$ cat config.mk
export PLATFORM = sky130hd
export DESIGN_NAME = reset_sequencer_flat
export DESIGN_NICKNAME = d
export VERILOG_FILES = /design/src/rtl/reset_seq_pkg.sv /design/src/rtl/reset_sequencer_if.sv /design/src/rtl/btn_debounce.sv /design/src/rtl/reset_sequencer.sv /design/src/flat_wrapper.sv
export SDC_FILE = /design/constraint.sdc
export NUM_CORES = 1
export LEC_CHECK = 0
export ABC_AREA = 1
export CAP_MARGIN = 0
export CORE_MARGIN = 2
export CORE_UTILIZATION = 45
export DETAILED_ROUTE_END_ITERATION = 6
export PLACE_DENSITY_LB_ADDON = 0.1
export SETUP_SLACK_MARGIN = 0.5
export SYNTH_ARGS = -nofsm -noshare
export SYNTH_HDL_FRONTEND = slang
export SYNTH_HIERARCHICAL = 1
export SYNTH_SLANG_ARGS = --single-unit
$ cat constraint.sdc
create_clock -name clk -period 2.5 [get_ports clk]
set_input_delay 0.375 -clock clk [delete_from_list [all_inputs] [get_ports clk]]
set_output_delay 0.375 -clock clk [all_outputs]
set_load 0.05 [all_outputs]
$ cat src/rtl/reset_seq_pkg.sv
// reset_seq_pkg: shared FSM state type and width helpers for the reset sequencer.
package reset_seq_pkg;
    typedef enum logic {STAGE, DONE} state_t;

    function automatic int cnt_w(input int n);
        return $clog2(n + 1);
    endfunction

    function automatic int idx_w(input int n);
        return (n > 1) ? $clog2(n) : 1;
    endfunction
endpackage

$ cat src/rtl/reset_sequencer_if.sv
// reset_sequencer_if: button/qualifier inputs and sequenced reset outputs of the reset sequencer.
interface reset_sequencer_if #(parameter int NUM_OUT = 3);
    logic               btn;
    logic               dep_ready;
    logic [NUM_OUT-1:0] rst_out;
    logic               seq_busy;
    logic               btn_event;

    modport master (output btn, dep_ready, input rst_out, seq_busy, btn_event);
    modport slave  (input btn, dep_ready, output rst_out, seq_busy, btn_event);
endinterface

$ cat src/rtl/btn_debounce.sv
// btn_debounce: synchronises the raw button, debounces it and pulses o_rise on each accepted 0->1 change.
module btn_debounce
    import reset_seq_pkg::*;
#(
    parameter int SYNC_STAGES     = 2,
    parameter int DEBOUNCE_CYCLES = 8
) (
    input  logic clk,
    input  logic rst,
    input  logic i_btn,
    output logic o_rise
);
    localparam int CW = cnt_w(DEBOUNCE_CYCLES);

    logic [SYNC_STAGES-1:0] r_sync;
    logic [CW-1:0]          r_cnt;
    logic                   r_level;
    logic                   r_rise;
    logic                   w_diff;
    logic                   w_term;

    assign w_diff = r_sync[SYNC_STAGES-1] ^ r_level;
    assign w_term = r_cnt == CW'(DEBOUNCE_CYCLES);

    always_ff @(posedge clk or posedge rst) begin
        if (rst) begin
            r_sync  <= '0;
            r_cnt   <= '0;
            r_level <= 1'b0;
            r_rise  <= 1'b0;
        end else begin
            r_sync  <= {r_sync[SYNC_STAGES-2:0], i_btn};
            r_rise  <= w_term && !r_level;
            r_level <= w_term ? ~r_level : r_level;
            r_cnt   <= (w_term || !w_diff) ? '0 : r_cnt + CW'(1);
        end
    end

    assign o_rise = r_rise;
endmodule

$ cat src/rtl/reset_sequencer.sv
// reset_sequencer: asserts NUM_OUT resets on power-up or button press and releases them in index order.
// Define RESET_SEQ_DEP_GATE_EN to make stages above 0 count only while dep_ready is high.
module reset_sequencer
    import reset_seq_pkg::*;
#(
    parameter int NUM_OUT         = 3,
    parameter int STRETCH         = 4,
    parameter int SYNC_STAGES     = 2,
    parameter int DEBOUNCE_CYCLES = 8
) (
    input logic              clk,
    input logic              rst,
    reset_sequencer_if.slave bus
);
    localparam int CW = cnt_w(STRETCH);
    localparam int IW = idx_w(NUM_OUT);

    state_t             r_state, w_state;
    logic [IW-1:0]      r_idx, w_idx;
    logic [CW-1:0]      r_cnt, w_cnt;
    logic [NUM_OUT-1:0] r_out, w_out;
    logic               r_busy;
    logic               w_rise;
    logic               w_qual;
    logic               w_last;

    btn_debounce #(
        .SYNC_STAGES    (SYNC_STAGES),
        .DEBOUNCE_CYCLES(DEBOUNCE_CYCLES)
    ) u_debounce (
        .clk   (clk),
        .rst   (rst),
        .i_btn (bus.btn),
        .o_rise(w_rise)
    );

`ifdef RESET_SEQ_DEP_GATE_EN
    assign w_qual = (r_idx == '0) || bus.dep_ready;
`else
    logic w_unused_dep;
    assign w_unused_dep = bus.dep_ready;
    assign w_qual       = 1'b1;
`endif

    assign w_last = r_cnt == CW'(STRETCH - 1);

    always_comb begin
        w_state = r_state;
        w_idx   = r_idx;
        w_cnt   = r_cnt;
        w_out   = r_out;
        // a button event restarts the whole sequence from any state
        if (w_rise) begin
            w_state = STAGE;
            w_idx   = '0;
            w_cnt   = '0;
            w_out   = '1;
        end else if (r_state == STAGE && w_qual) begin
            w_cnt = w_last ? '0 : r_cnt + CW'(1);
            if (w_last) begin
                w_out[r_idx] = 1'b0;
                w_idx        = r_idx + IW'(1);
                w_state      = (r_idx == IW'(NUM_OUT - 1)) ? DONE : STAGE;
            end
        end
    end

    always_ff @(posedge clk or posedge rst) begin
        if (rst) begin
            r_state <= STAGE;
            r_idx   <= '0;
            r_cnt   <= '0;
            r_out   <= '1;
            r_busy  <= 1'b1;
        end else begin
            r_state <= w_state;
            r_idx   <= w_idx;
            r_cnt   <= w_cnt;
            r_out   <= w_out;
            r_busy  <= |w_out;
        end
    end

    assign bus.rst_out   = r_out;
    assign bus.seq_busy  = r_busy;
    assign bus.btn_event = w_rise;
endmodule

$ cat src/flat_wrapper.sv
// flat-port wrapper written by rule: the top's interface ports become plain ports
module reset_sequencer_flat import reset_seq_pkg::*;
#(
    parameter int NUM_OUT         = 3,
    parameter int STRETCH         = 4,
    parameter int SYNC_STAGES     = 2,
    parameter int DEBOUNCE_CYCLES = 8
)
  (clk, rst, bus_btn, bus_dep_ready, bus_rst_out, bus_seq_busy, bus_btn_event);
  reset_sequencer_if #(.NUM_OUT(NUM_OUT)) bus_i ();
  input logic clk;
  input logic rst;
  input wire logic [$bits(bus_i.btn)-1:0] bus_btn;
  input wire logic [$bits(bus_i.dep_ready)-1:0] bus_dep_ready;
  output wire logic [$bits(bus_i.rst_out)-1:0] bus_rst_out;
  output wire logic [$bits(bus_i.seq_busy)-1:0] bus_seq_busy;
  output wire logic [$bits(bus_i.btn_event)-1:0] bus_btn_event;
  assign bus_i.btn = bus_btn;
  assign bus_i.dep_ready = bus_dep_ready;
  assign bus_rst_out = bus_i.rst_out;
  assign bus_seq_busy = bus_i.seq_busy;
  assign bus_btn_event = bus_i.btn_event;
  reset_sequencer #(.NUM_OUT(NUM_OUT), .STRETCH(STRETCH), .SYNC_STAGES(SYNC_STAGES), .DEBOUNCE_CYCLES(DEBOUNCE_CYCLES)) u_core (.clk(clk), .rst(rst), .bus(bus_i));
endmodule
-- Word-level counts from Yosys, hierarchy flattened
Index checks and enable logic that the tools add are counted.
- bits in registers: 18
- output and inout bits: 5
- reduce and logical (&&, ||, !) cells: 8
- equal/unequal tests: 4
- multiplexer cells: 16
- add/subtract/negate cells: 3
- magnitude comparators: 2
- bitwise logic cells: 4
- operator list (cell ; count):
    $mux W3 ; 6
    $mux W2 ; 3
    $mux W1 ; 5
    $add A4 B1 Y4 const B ; 1
    $eq A4 B4 Y1 const B ; 1
    $mux W4 ; 1
    $add A3 B1 Y3 const B ; 1
    $and A3 B3 Y3 ; 1
    $eq A3 B2 Y1 const B ; 1
    $lt A2 B3 Y1 const B ; 1
    $not A3 Y3 ; 1
    $reduce_or A3 Y1 ; 1
    $add A2 B1 Y2 const B ; 1
    $demux W1 S2 ; 1
    $eq A2 B2 Y1 const B ; 1
    $ge A2 B1 Y1 const B ; 1
    $logic_and A1 B1 Y1 ; 2
    $logic_not A1 Y1 ; 2
    $ne A2 B2 Y1 const B ; 1
    $reduce_and A2 Y1 ; 1
    $reduce_bool A2 Y1 ; 1
    $logic_or A1 B1 Y1 ; 1
    $not A1 Y1 ; 1
    $xor A1 B1 Y1 ; 1

-- Depth between registers and ports, before layout
Gate-level depths: netlist (run 1).
- depth after elaboration: 10
- gate-level depth with buffers: 7
- mapped depth without buffers: 7

-- Modules after synthesis
Netlist (run 1), hierarchy kept.
- modules (own cells, without submodules) (module ; cells an instance ; instances ; area an instance (sq um)):
    reset_sequencer ; 56 ; 1 ; 496.7
    btn_debounce ; 34 ; 1 ; 340.3

-- Least setup slack after synthesis (run 1)
OpenSTA, ideal clock, no wires.
- path type: flip-flop to flip-flop
- from: register u_core.u_debounce.r_rise, in the netlist u_core/u_debounce/o_rise
- to: register u_core.r_idx[0]
- setup time: 123 ps
- data required time: 2377 ps
- arrival: 1133 ps
- cell stages (with the launch flop): 6
- buffers on the path: 0
- slack: 1245 ps
- cell sequence: dfrtp_1 > inv_2 > nand2_4 > o21ai_2 > nand2_1 > o21ai_1
- cells in the longest elaborated chain, start to end: 2
- elaborated cells between the ends (all ways): 4
- classes of those cells: eq/ne: 1; mux: 1; reduce/logical: 2
- RTL lines (what ; line ; RTL):
    from (decl) ; btn_debounce.sv:18 ; logic r_rise;
    from (signal assigned) ; btn_debounce.sv:33 ; r_rise <= w_term && !r_level;
    $ne A2 B2 Y1 (no source line) or $reduce_bool A2 Y1 (tied branches) ; -- ;
    $reduce_and A2 Y1 (no source line) ; -- ;
    to (signal assigned) ; reset_sequencer.sv:77 ; r_idx <= w_idx;
    to (decl) ; reset_sequencer.sv:19 ; logic [IW-1:0] r_idx, w_idx;
Several ways; a longest one is shown, not always the timed one.
A chain may end at the register's enable or synchronous reset.

-- Worst setup path after layout (run 1)
- from: register u_core.r_out[2], in the netlist u_core/bus.rst_out[2]
- to: output bus_rst_out[2]
- RTL lines (what ; line ; RTL):
    from (decl) ; reset_sequencer.sv:21 ; logic [NUM_OUT-1:0] r_out, w_out;
    from (signal assigned) ; reset_sequencer.sv:79 ; r_out <= w_out;
    to (decl) ; flat_wrapper.sv:15 ; output wire logic [$bits(bus_i.rst_out)-1:0] bus_rst_out;
No word-level cell between the ends.

==> results.toml, run 1 <==
[worst_setup_path]
startpoint_type = "flop"
timing.critical_path.max_delay_family = "flip-flops"
cp_num_buf_inv = 1
critPathCaptureType = "primary output"
reg2reg_depth = 6
slowest_delay_ns = 0.55
path_cells = "dlygate4sd2_1"
critPathSlowestCell = "dfstp_2"
cp_data_required_time_ns = 2.12
setup.worst_path.class = "reg -> out"
stages_on_the_worst_setup_path = 1
critical_path_peak_fanout = 3
worst_ep_arrival_time_ns = 1.36

[cells_and_area]
fin_area_sq_um = 973.4
number_of_nets_in_the_final_layout = 112
layout-drive-gt1-share = 0.1485
diodes = 0
n_fill_cell = 182
area_growth_pct = 16.29

[timing]
fin_crit_sh = 0.6928
timing.fmax_mhz = 577.4
worst-slew-pin-transition_ns = 0.5020
skew_ns = 0.01003
timing.final.crit_period_ns = 1.732
timing.final.ws_setup_ns = 0.7681
tns_ns = 0
final.hold.worst_slack_ns = 0.3569
final_hold_viol_count = 0
max_slew_margin = 0.6648
rsz0062_at_grt = "false"
slew_viol_final = 0
setup-violations-final = 0

[cts]
clock_latency_late_sink_ns = 0.28
number_of_sinks_on_the_clock_net = 18
cts_buffer_depth = 2
cts_made_buffers = 3
post_cts_clock_slew_at_the_launch_and_capture_registers_of_the_worst_setup_and_hold_paths_ns = 0.10
post_cts_hold_buffer_count = 0
tritoncts = "yes"
clock_tree.root_cell = "clkbuf_4"
cts-htree-levels = 1

[run_status]
run_status = "finished clean"

[global_route]
grt_antenna_before_repair = 0
overflow = 0
grt_first_pass_wirelength_mm = 2.145
grt_start_max_net_pins = 11
grtUsageTotal = 0.1400
number_of_global_route_vias_before_repair = 553

[synth]
synth.net_count = 100
synth_cells = 90
async_reset_ff_frac = 1.000
ys_seq_area_frac = 0.5441
synth.cell_area_sq_um = 837.1
synth_flop_cell = "dfrtp_1"
synth_top_area_share = 0.4185
synth_edf_count = 0
leading_cell_type_by_number_of_instances_after_synthesis = "nand2_1"
synth-seq-cells = 18
yosys-top-cells-count = "nand2_1, inv_1, dfrtp_1, nor2_1"
top_post_synthesis_cells_by_area = "dfrtp_1, dfstp_2, ha_1"
synth_area_per_cell_sq_um = 9.301
post-synth-top-area-cell = "dfrtp_1"
synthesis.yosys.warnings = 6
yosysUniqueCellTypes = 20

[die]
floorplan.core_area_sq_um = 1745
die_area_sq_um = 2221
die_y_um = 47.13
chipWidth_um = 47.13
initial_core_utilization = 0.4796
fp-row-count = 15
ios = 9

[placement]
gp_congestion = 0.7214
dp_worst_setup_slack_ns = 0.8066
placed_cell_area_sq_um = 938.4
placement.io_buffers = 7
dp.final_hpwl_um = 961.6

[power]
pwr_density_cell_nw_per_um2 = 1004
power.leakage_nw = 0.5630
power.ir.vdd_worst_mv = 0.4190

[run]
drv_cap = 0

[detailed_routing]
drt_pass1_iterations = 4
finalWirelength_mm = 1.212
dr.first_iter.drc_count = 4
via_count = 574
drcViolationCount = 0
viasPerCell = 4.556
post_drt_wl_per_cell_um = 9.619
antenna_left = 0

[worst_hold_path]
hp-class = "in -> async"
-- report_power, final --
part / total, mW / leakage [nW] / internal [mW] / switching (mW)
Clock: 0.143 / 0.0150 / 0.0618 / 0.0808
Sequential: 0.465 / 0.214 / 0.395 / 0.0694
Combinational: 0.370 / 0.334 / 0.136 / 0.234
-- state kept, by name, indices dropped and copies added, names as in the netlist --
name,count
u_core/u_debounce/r_level,1
u_core/r_idx,2
u_core/u_debounce/r_cnt,4
u_core/bus.seq_busy,1
u_core/bus.rst_out,3
u_core/u_debounce/r_sync,2
u_core/r_state,1
u_core/r_cnt,3
u_core/u_debounce/o_rise,1
-- worst paths after layout --
check | start | to | slack [ns]
min reg2reg | u_core/u_debounce/r_sync[0] | u_core/u_debounce/r_sync[1] | 0.37
min | rst | u_core/u_debounce/r_cnt[1] | 0.36
max | u_core/bus.rst_out[2] | bus_rst_out[2] | 0.77
min in group clk | u_core/u_debounce/r_sync[0] | u_core/u_debounce/r_sync[1] | 0.37
max in group asynchronous | rst | u_core/bus.rst_out[1] | 1.78
max reg2reg | u_core/r_cnt[0] | u_core/r_idx[1] | 1.32
-- area by class of cell --
class                      instances  area (sq um)  share of cell area
timing repair buffer               7         78.83             0.08098
tap                               25         31.28             0.03213
inverter                          18         67.56             0.06941
clock buffer                       4         26.28             0.02699
sequential                        18         455.4              0.4679
multi-input combinational         54         314.1              0.3226
-- stage by stage --
step / instances / utilization / power (mW)
CTS: 126 / 0.5520 / 0.9944
floorplan: 90 / - / 0.7573
detailed placement: 122 / 0.5376 / 0.8537
global placement: 122 / 0.5376 / 0.8446
finish: 126 / 0.5577 / 0.9772
global route: 126 / 0.5577 / 1.071
-- placed cells by master, fill, tap and decap left out, types with 2 or more instances in the layout --
master / count
dfrtp_1: 14
nand2_1: 19
dfstp_2: 4
nand3_1: 6
clkbuf_4: 3
inv_2: 2
ha_1: 6
inv_1: 16
dlymetal6s2s_1: 4
o21ai_1: 2
clkdlybuf4s50_1: 2
nand4_1: 2
nor2_1: 9
-- cells by family after synthesis --
kind of cell,Yosys count,synth area share
flops,18,0.5441
compound gates,5,0.03437
xor+xnor,2,0.02093
buf+inv,18,0.08072
fa+ha+maj,6,0.08968
simple gates,41,0.2302
-- what timing repair did --
action / 4_1_cts / 5_1_grt
gates resized for setup: 1 / 4
endpoints found under the setup margin: 1 / 4
buffers inserted: 0 / 0
cloned: 0 / 0
-- layer usage --
layer	GRT usage	routed length, um	vias up
met2	0.2466	614	6
met3	0.03462	27	2
met4	0.08333	12	0
li1	-	-	294
met5	0	0	-
met1	0.1504	558	272
Note: power is estimated with default switching activity, not from simulation.
==> run 2: changes to the inputs <==
==> constraint.sdc (replaced) <==
create_clock -name clk -period 1.7 [get_ports clk]
set_input_delay 0.255 -clock clk [delete_from_list [all_inputs] [get_ports clk]]
set_output_delay 0.255 -clock clk [all_outputs]
set_load 0.05 [all_outputs]
==> run 2 against run 1 <==
Routed wire length is 8.7% higher; final cell count is 2.4% higher; worst hold slack worse by 0.11 ns; highest routed layer unchanged; critical path depth stayed put; die area stayed put; utilization is 2.3 points higher; combinational power is 70% higher; sequential share of layout area is 1.7 points lower.
==> results.toml, run 2 (synthesized netlist as in run 1, its figures left out) <==
[run_status]
run_status = "finished clean"

[cells_and_area]
commonest_non_fill_non_tap_cells_in_the_layout = "nand2_1, inv_1, dfrtp_1"
diodes = 0
largest_register_ff_count = 4
n_fill_cell = 173
regMostFlops = "u_core/u_debounce/r_cnt"
leading_cell_type_in_the_layout_fill_and_taps_excluded = "nand2_1"
area_growth_pct = 21.08
layout-drive-gt1-share = 0.2404
number_of_nets_in_the_final_layout = 115

[timing]
rsz0062_at_grt = "true"
fin_crit_sh = 0.7375
tns_ns = 0
final_hold_viol_count = 0
timing.fmax_mhz = 797.6
timing.final.crit_period_ns = 1.254
max_slew_margin = 0.7402
worst-slew-pin-transition_ns = 0.3892
final.hold.worst_slack_ns = 0.2488
skew_ns = 0.0005312
setup-violations-final = 0
slew_viol_final = 0

[die]
initial_core_utilization = 0.4796
fp-row-count = 15
ios = 9
die_area_sq_um = 2221
die_y_um = 47.13
chipWidth_um = 47.13
floorplan.core_area_sq_um = 1745

[worst_setup_path]
reg2reg_depth = 6
rr_endpoint = "u_core/r_cnt[0]"
setup.worst_path.class = "reg -> out"
critPathCaptureType = "primary output"
cp_num_buf_inv = 1
critPathSlowestCell = "dfstp_2"
startpoint_type = "flop"
cp_data_required_time_ns = 1.44
worst_ep_arrival_time_ns = 1.00
critical_path_peak_fanout = 2
ff2ff_setup_slack_ns = 0.59
timing.critical_path.max_delay_family = "flip-flops"
regToRegStartpoint = "u_core/r_cnt[0]"
slowest_delay_ns = 0.56
path_cells = "buf_8"

[global_route]
grt_start_max_net_pins = 11
number_of_global_route_vias_before_repair = 543
grtUsageTotal = 0.1478
grt_first_pass_wirelength_mm = 2.173
grt_antenna_before_repair = 0
overflow = 0

[cts]
post_cts_clock_slew_at_the_launch_and_capture_registers_of_the_worst_setup_and_hold_paths_ns = 0.10
tritoncts = "yes"
cts-htree-levels = 1
post_cts_hold_buffer_count = 0
cts_made_buffers = 3
clock_tree.root_cell = "clkbuf_4"
clock_latency_late_sink_ns = 0.29
cts_buffer_depth = 2
number_of_sinks_on_the_clock_net = 18

[placement]
gp_congestion = 0.7778
dp.final_hpwl_mm = 1.010
placement.io_buffers = 7

[detailed_routing]
post_drt_wl_per_cell_um = 10.21
drt_pass1_iterations = 4
antenna_left = 0
finalWirelength_mm = 1.317
viasPerCell = 4.581
drcViolationCount = 0
via_count = 591
dr.first_iter.drc_count = 5

[power]
power.ir.vdd_worst_mv = 0.6205
power.leakage_nw = 0.5217
pwr_density_cell_nw_per_um2 = 1523

[run]
drv_cap = 0

[worst_hold_path]
hp-class = "in -> async"
-- run 2: changes by cell type in the layout (fill, tap and decap cells not counted), sizes merged --
| cell | change |
|---|---|
| buf | +8 |
| dlygate4sd2 | -1 |
| dlymetal6s2s | -4 |
-- run 2: power by group --
group          total (mW)  switching [mW]  internal [mW]
Sequential          0.697           0.115          0.583
Clock               0.217           0.126         0.0913
Combinational       0.629           0.363          0.265
-- run 2: cell type report --
cell class                 count  area, sq um  share of cell area
multi-input combinational     54        321.6              0.3173
timing repair buffer          10        110.1              0.1086
tap                           25        31.28             0.03086
inverter                      18        67.56             0.06667
sequential                    18        456.7              0.4506
clock buffer                   4        26.28             0.02593
-- run 2: worst max-delay path by stage --
| stage | slack (ns) | cells past startpoint | endpoint | startpoint |
|---|---|---|---|---|
| 4_1_cts | 0.44 | 1 | bus_rst_out[2] | u_core/bus.rst_out[2] |
| 5_1_grt | 0.42 | 1 | bus_rst_out[2] | u_core/bus.rst_out[2] |
| 3_3_place_gp | 0.59 | 6 | u_core/r_idx[0] | u_core/r_cnt[0] |
| 2_1_floorplan | 0.65 | 5 | u_core/r_idx[0] | u_core/u_debounce/o_rise |
| 6_report | 0.45 | 1 | bus_rst_out[2] | u_core/bus.rst_out[2] |
| 3_5_place_dp | 0.56 | 6 | u_core/r_idx[1] | u_core/r_cnt[0] |
-- run 2: repair_timing --
action | CTS | global route
pin swaps | 0 | 0
setup endpoints to repair | 5 | 6
setup buffers | 3 | 0
gates resized for setup | 8 | 2
-- run 2: per-layer routing --
| layer | share of wire | global-route usage |
|---|---|---|
| met5 | 0 | 0 |
| met3 | 0.024 | 0.03462 |
| met4 | 0.022 | 0.1000 |
| met1 | 0.47 | 0.1769 |
| met2 | 0.49 | 0.2356 |
-- run 2: per-stage QoR --
step           instance area, sq um  worst slack, ns  power (mW)    util  instances
2_1_floorplan                 838.3           0.6493       1.114       -         90
3_3_place_gp                  927.1           0.5861       1.229  0.5312        122
3_5_place_dp                  927.1           0.5563       1.246  0.5312        122
4_1_cts                        1006           0.4377       1.550  0.5763        129
5_1_grt                        1013           0.4167       1.660  0.5806        129
6_report                       1013           0.4463       1.543  0.5806        129
